**src/rtl/regfile_pkg.sv**
```systemverilog
// Shared constants for the MIPS general-purpose register file.
// Default geometry and architecturally named register indices.
package regfile_pkg;

   localparam int unsigned DEFAULT_WIDTH  = 32;
   localparam int unsigned DEFAULT_ADDR_W = 5;

   localparam int unsigned REG_ZERO = 0;
   localparam int unsigned REG_SP   = 29;
   localparam int unsigned REG_RA   = 31;

endpackage

```
**src/rtl/regfile_reg_word.sv**
```systemverilog
// One register word: WIDTH flip-flops with synchronous reset and load enable.
module reg_word #(
   parameter int unsigned WIDTH = 32
) (
   input  logic             clk,
   input  logic             reset,
   input  logic             en,
   input  logic [WIDTH-1:0] d,
   output logic [WIDTH-1:0] q
);

   logic [WIDTH-1:0] word_d;
   logic [WIDTH-1:0] word_q;

   always_comb begin
      word_d = word_q;
      if (reset) begin
         word_d = '0;
      end else if (en) begin
         word_d = d;
      end
   end

   always_ff @(posedge clk) begin
      word_q <= word_d;
   end

   assign q = word_q;

endmodule

```
**src/rtl/regfile.sv**
```systemverilog
// MIPS register file: 32x32, two combinational read ports, one clocked write port.
// Register 0 has no storage and always reads zero.
module regfile
   import regfile_pkg::*;
#(
   parameter int unsigned WIDTH  = DEFAULT_WIDTH,
   parameter int unsigned DEPTH  = 32,
   parameter int unsigned ADDR_W = DEFAULT_ADDR_W,
   parameter int unsigned BYPASS = 1
) (
   input  logic              clk,
   input  logic              reset,
   input  logic              we,
   input  logic [ADDR_W-1:0] waddr,
   input  logic [WIDTH-1:0]  wdata,
   input  logic [ADDR_W-1:0] raddr1,
   input  logic [ADDR_W-1:0] raddr2,
   output logic [WIDTH-1:0]  rdata1,
   output logic [WIDTH-1:0]  rdata2
);

   logic [DEPTH-1:1]            wen;
   logic [DEPTH-1:0][WIDTH-1:0] words;
   logic [WIDTH-1:0]            stored1;
   logic [WIDTH-1:0]            stored2;
   logic                        fwd1;
   logic                        fwd2;

   // Reset blocks the write so a same-edge write cannot survive the clear.
   always_comb begin
      wen = '0;
      for (int unsigned i = 1; i < DEPTH; i++) begin
         wen[i] = we && !reset && (waddr == ADDR_W'(i));
      end
   end

   for (genvar i = 0; i < DEPTH; i++) begin : g_word
      if (i == REG_ZERO) begin : g_zero
         assign words[i] = '0;
      end else begin : g_store
         reg_word #(
            .WIDTH (WIDTH)
         ) u_word (
            .clk   (clk),
            .reset (reset),
            .en    (wen[i]),
            .d     (wdata),
            .q     (words[i])
         );
      end
   end

   assign stored1 = words[raddr1];
   assign stored2 = words[raddr2];

   assign fwd1 = (BYPASS != 0) && !reset && we && (waddr == raddr1);
   assign fwd2 = (BYPASS != 0) && !reset && we && (waddr == raddr2);

   always_comb begin
      rdata1 = stored1;
      if (raddr1 == ADDR_W'(REG_ZERO)) begin
         rdata1 = '0;
      end else if (fwd1) begin
         rdata1 = wdata;
      end
   end

   always_comb begin
      rdata2 = stored2;
      if (raddr2 == ADDR_W'(REG_ZERO)) begin
         rdata2 = '0;
      end else if (fwd2) begin
         rdata2 = wdata;
      end
   end

endmodule

```
**config.mk**
```make
export PLATFORM = sky130hd
export DESIGN_NAME = regfile
export DESIGN_NICKNAME = d
export VERILOG_FILES = /design/src/rtl/regfile_pkg.sv /design/src/rtl/regfile_reg_word.sv /design/src/rtl/regfile.sv
export SDC_FILE = /design/constraint.sdc
export NUM_CORES = 2
export LEC_CHECK = 0
export BUFFER_PORTS_ARGS = -buffer_cell sky130_fd_sc_hd__buf_2
export CAP_MARGIN = 15
export CELL_PAD_IN_SITES_DETAIL_PLACEMENT = 1
export CELL_PAD_IN_SITES_GLOBAL_PLACEMENT = 2
export CORE_MARGIN = 3
export CORE_UTILIZATION = 47
export CTS_CLUSTER_DIAMETER = 80
export DETAILED_ROUTE_END_ITERATION = 7
export GPL_TIMING_DRIVEN = 1
export PLACE_DENSITY_LB_ADDON = 0.2
export SETUP_SLACK_MARGIN = 0.02
export SLEW_MARGIN = 40
export SYNTH_ARGS = -nofsm -noshare
export SYNTH_HDL_FRONTEND = slang
export SYNTH_HIERARCHICAL = 1
export SYNTH_SLANG_ARGS = --single-unit
```
**constraint.sdc**
```tcl
create_clock -name clk -period 4.22 [get_ports clk]
set_input_delay 0.844 -clock clk [delete_from_list [all_inputs] [get_ports clk]]
set_output_delay 0.844 -clock clk [all_outputs]
set_load 0.1 [all_outputs]
```
### After elaboration in Yosys (flattened, before gate mapping)

Index checks and enable logic that the tools add are counted.

* bits of input ports: 50
* output and inout port bits: 64
* bits in registers: 992
* word-level logic and storage cells: 111

* order comparisons: 2
* equality and inequality tests: 33
* muxes and demuxes: 8
* reduce and logical (&&, ||, !) cells: 37

Operators by type and width (number)
* $bmux 32 s5: 2
* $mux 32: 6
* $eq 5x5->1 const B: 16
* $eq 5x4->1 const B: 8
* $logic_and 1x1->1: 34
* $eq 5x3->1 const B: 4
* $lt 5x6->1 const B: 2
* $eq 5x2->1 const B: 2
* $eq 5x5->1: 2
* $logic_not 5->1: 2
* $eq 5x1->1 const B: 1
* $logic_not 1->1: 1

### Longest topological paths before layout

* depth after elaboration: 5
* gate-level depth with buffers: 9
* mapped depth without buffers: 6

### Cells and area by module

The synthesis kept the hierarchy.

Modules (own cells, without submodules)
* reg_word: times used 31, seq. area each 640.6 um2, area each 1163.6 um2, cells an instance 103
* regfile: times used 1, seq. area each 0.0 um2, area each 16829.9 um2, cells an instance 1505

### Worst setup path after synthesis

No wires, ideal clock.

* kind: input to output
* start point: input raddr1[0]
* end point: output rdata1[10]
* data required time: 3376 ps
* cell stages on the path: 9
* buffers on the path: 5
* arrival time: 3562 ps
* slack: -186 ps
* cells stage by stage: buf_2 buf_6 buf_6 buf_4 nor2_1 nand3b_1 nand3b_1 buf_2 o211ai_1

* word-level cells in the longest chain between the ends: 4
* elaborated cells on any way between the ends: 7
* classes of those cells: eq/ne (1); mux (4); reduce/logical (2)

Ends and longest elaborated chain
* start: declaration: RTL line regfile.sv:16 `input logic [ADDR_W-1:0] raddr1,`
* $bmux 32 s5 / $eq 5x5->1 (equally long branches): RTL line regfile.sv:53, regfile.sv:56
* $mux 32 (not written as such) / $logic_and 1x1->1 (equally long branches): RTL line regfile.sv:53, regfile.sv:56
* $mux 32: RTL line regfile.sv:63 `end else if (fwd1) begin`
* $mux 32 (*): RTL line regfile.sv:61 `if (raddr1 == ADDR_W'(REG_ZERO)) begin`
* end: declaration: RTL line regfile.sv:18 `output logic [WIDTH-1:0] rdata1,`

Mark *: on every way between the ends. The rest lies on a longest branch, timed or not. The select of a mux whose other input is x is not followed.

### Worst setup path after layout

* start point: input raddr1[0]
* end point: output rdata1[30]

The elaborated chain is that of the path after synthesis.

==> impl_metrics.tcl <==
set metrics [dict create \
    root_buffer "clkbuf_16" \
    grt_max_degree 173 \
    routedWlPerCell_um 32.7 \
    avgViaCountPerCell 6.46 \
    fp.dieH_um 341 \
    reg2regPathDepth 2 \
    status "completed" \
    h-tree-depth 3 \
    syn_to_final_growth_pct 13.4 \
    fmaxAchievable_mhz 237 \
    die_w_um 341 \
    synth_xor_area_frac 0.00166 \
    dp_hpwl_mm 132 \
    rr_endpoint "g_word[2].g_store.u_word/q[11]" \
    required_ns 3.38 \
    stdcell_count 6371 \
    yosysWarnings 6 \
    setup_tns_ns 0 \
    core_um2 111000 \
    numPortBuffers 113 \
    yosysMostFrequentCell "nor2_1" \
    drtAntennaViolNets 0 \
    r2r_start "g_word[2].g_store.u_word/q[11]" \
    largest_register_ffs 992 \
    path_max_fanout 34 \
    setup_viol 0 \
    cts_buffers 112 \
    synth-simple-area-share 0.0978 \
    min_path_cells 2 \
    synth_compound_area_frac 0.0459 \
    antenna_found_initial 19 \
    cts.sinks 992 \
    max_slew_margin 0.390 \
    clock_path_buffers 3 \
    p_per_area_nw_per_um2 370 \
    placed_cell_area_um2 56100 \
    clk_pin_slew_ns 0.06 \
    worst_setup_path_start_kind "primary input" \
    synth_edf_count 0 \
    drv_slew 0 \
    grt-ovfl-total 0 \
    syn_nets 4748 \
    die-area_um2 117000 \
    nNetsFinal 4835 \
    yosys_most_used_dff "dfxtp_1" \
    crit_arrival_ns 3.37 \
    vias 41100 \
    synth.area.mux_share 0.411 \
    num_rows 122 \
    yosys.cell_types.count 46 \
    hold_violations 0 \
    min_period_over_period 0.999 \
    firstDrtPassIters 5 \
    end_kind "primary output" \
    cts_tree "built" \
    hold_buffers 0 \
    drive_above_1_share 0.243 \
    synth_top_family_by_area "multiplexers" \
    regToRegSetupSlack_ns 3.40 \
    yosys.area_share.adder 0 \
    place.gp.congestion 0.885 \
    synth-async-reset-ratio 0 \
    postLayoutCellArea_um2 60000 \
    fin_skew_ns 0 \
    power_mw 22.2 \
    synth-seq-cells 992 \
    period_needed_ns 4.22 \
    grt_pass1_wl_mm 301 \
    syn_area_um2 52900 \
    tightest_slew_ns 0.914 \
    rsz0062_at_grt "no" \
    holdWs_ns 0.512 \
    initial_core_util 0.476 \
    cts_setup_buffers 0 \
    n_fill_cell 11700 \
    vdd_drop_max_v 0.000335 \
    hp-class "reg2reg" \
    wirelength_mm 208 \
    whs_endpoint "g_word[25].g_store.u_word/q[20]" \
    clock_latency_ns 0.71 \
    synth_top_area_cell "dfxtp_1" \
    ios 114 \
    seq_area_frac_synth 0.375 \
    criticalPathCategory "in2out" \
    synth_commonest_cells "nor2_1, mux2i_1, dfxtp_1" \
    p_leak_nw 20.2 \
    maxCapViolCount 0 \
    drc 0 \
    hold_start "g_word[25].g_store.u_word/q[20]" \
    dr.first_iter.drc_count 4238 \
    grt_pass1_vias 41900 \
    synthTopCellsByArea "dfxtp_1, mux2i_1, mux4_2" \
    syn_area_per_cell_um2 11.3 \
    synth_top_area_frac 0.375 \
    netlist_instances 4698 \
    grt_use_total 0.350 \
    dp.cells 6157 \
]
critical path: stages:
cell and delay (ns):
buf_8 0.17, buf_12 0.30, mux4_2 0.55, o22ai_1 0.21, nor3_1 0.10, a2111oi_2 0.55
nor2_1 0.21, buf_4 0.21, buf_12 0.16
worst max-delay path by stage:
stage / start / to / slack (ns) / cells after the start
4_1_cts: raddr1[0] / rdata1[30] / 0.07 / 9
6_report: raddr1[0] / rdata1[30] / 0.003 / 9
3_5_place_dp: raddr1[0] / rdata1[30] / -0.17 / 9
2_1_floorplan: raddr1[0] / rdata1[10] / -0.03 / 9
3_3_place_gp: raddr1[0] / rdata1[30] / -0.38 / 9
5_1_grt: raddr1[1] / rdata1[30] / 0.04 / 9
final cells by class:
cell class                 instances  area [um2]  share of cell area
antenna                           10        25.0            0.000417
tap                             1488        1860              0.0310
clock inverter                    33         489             0.00815
multi-input combinational       3273       29800               0.497
timing repair buffer             405        4630              0.0771
inverter                           1        5.00           0.0000834
sequential                       992       19900               0.331
clock buffer                     169        3320              0.0554
where the power goes:
part	switching, mW	total [mW]	internal (mW)	leakage [nW]
clock network	4.15	10.3	6.12	1.87
logic	1.70	2.49	0.789	10.3
registers	0.0308	9.43	9.40	7.99
total	5.88	22.2	16.3	20.2
kinds of logic after synthesis:
| family | Yosys count |
|---|---|
| AOI/OAI and AO/OA | 333 |
| xor gates and xnor gates | 10 |
| buffers and inverters | 433 |
| DFF | 992 |
| muxes | 1630 |
| and+or+nand+nor | 1300 |
stage by stage:
stage	util	worst slack, ns
after floorplan	-	-0.0274
after global placement	0.504	-0.381
after detailed placement	0.505	-0.173
after CTS	0.539	0.0657
after global routing	0.540	0.0424
final	0.540	0.00257
layout by cell type, fill, tap and decap left out, types with 18 or more instances in the layout:
cell	count
o22ai_1	69
a21oi_1	27
nand2_1	43
nand3_1	48
o21ai_0	18
buf_4	214
buf_12	127
nor2_1	1050
mux2_2	123
mux2i_1	1075
dfxtp_1	992
a22oi_1	49
buf_2	50
nor2_4	33
a22o_1	24
nor3_1	73
clkbuf_1	31
clkbuf_8	22
clkbuf_16	116
o211ai_1	30
mux4_2	422
a221oi_1	50
repair_timing:
action / CTS / global route
endpoints found under the setup margin: 2 / 2
pin swaps: 0 / 1
gates resized for setup: 2 / 1
layer usage:
metal  GRT usage  up-vias  part of all wire
li1            -    17400                 -
met1       0.481    21500              0.42
met2       0.546     1753              0.45
met3      0.0680      441             0.083
met4       0.136        6             0.042
met5           0        -           0.00017
Power figures use the tool's default switching activity.
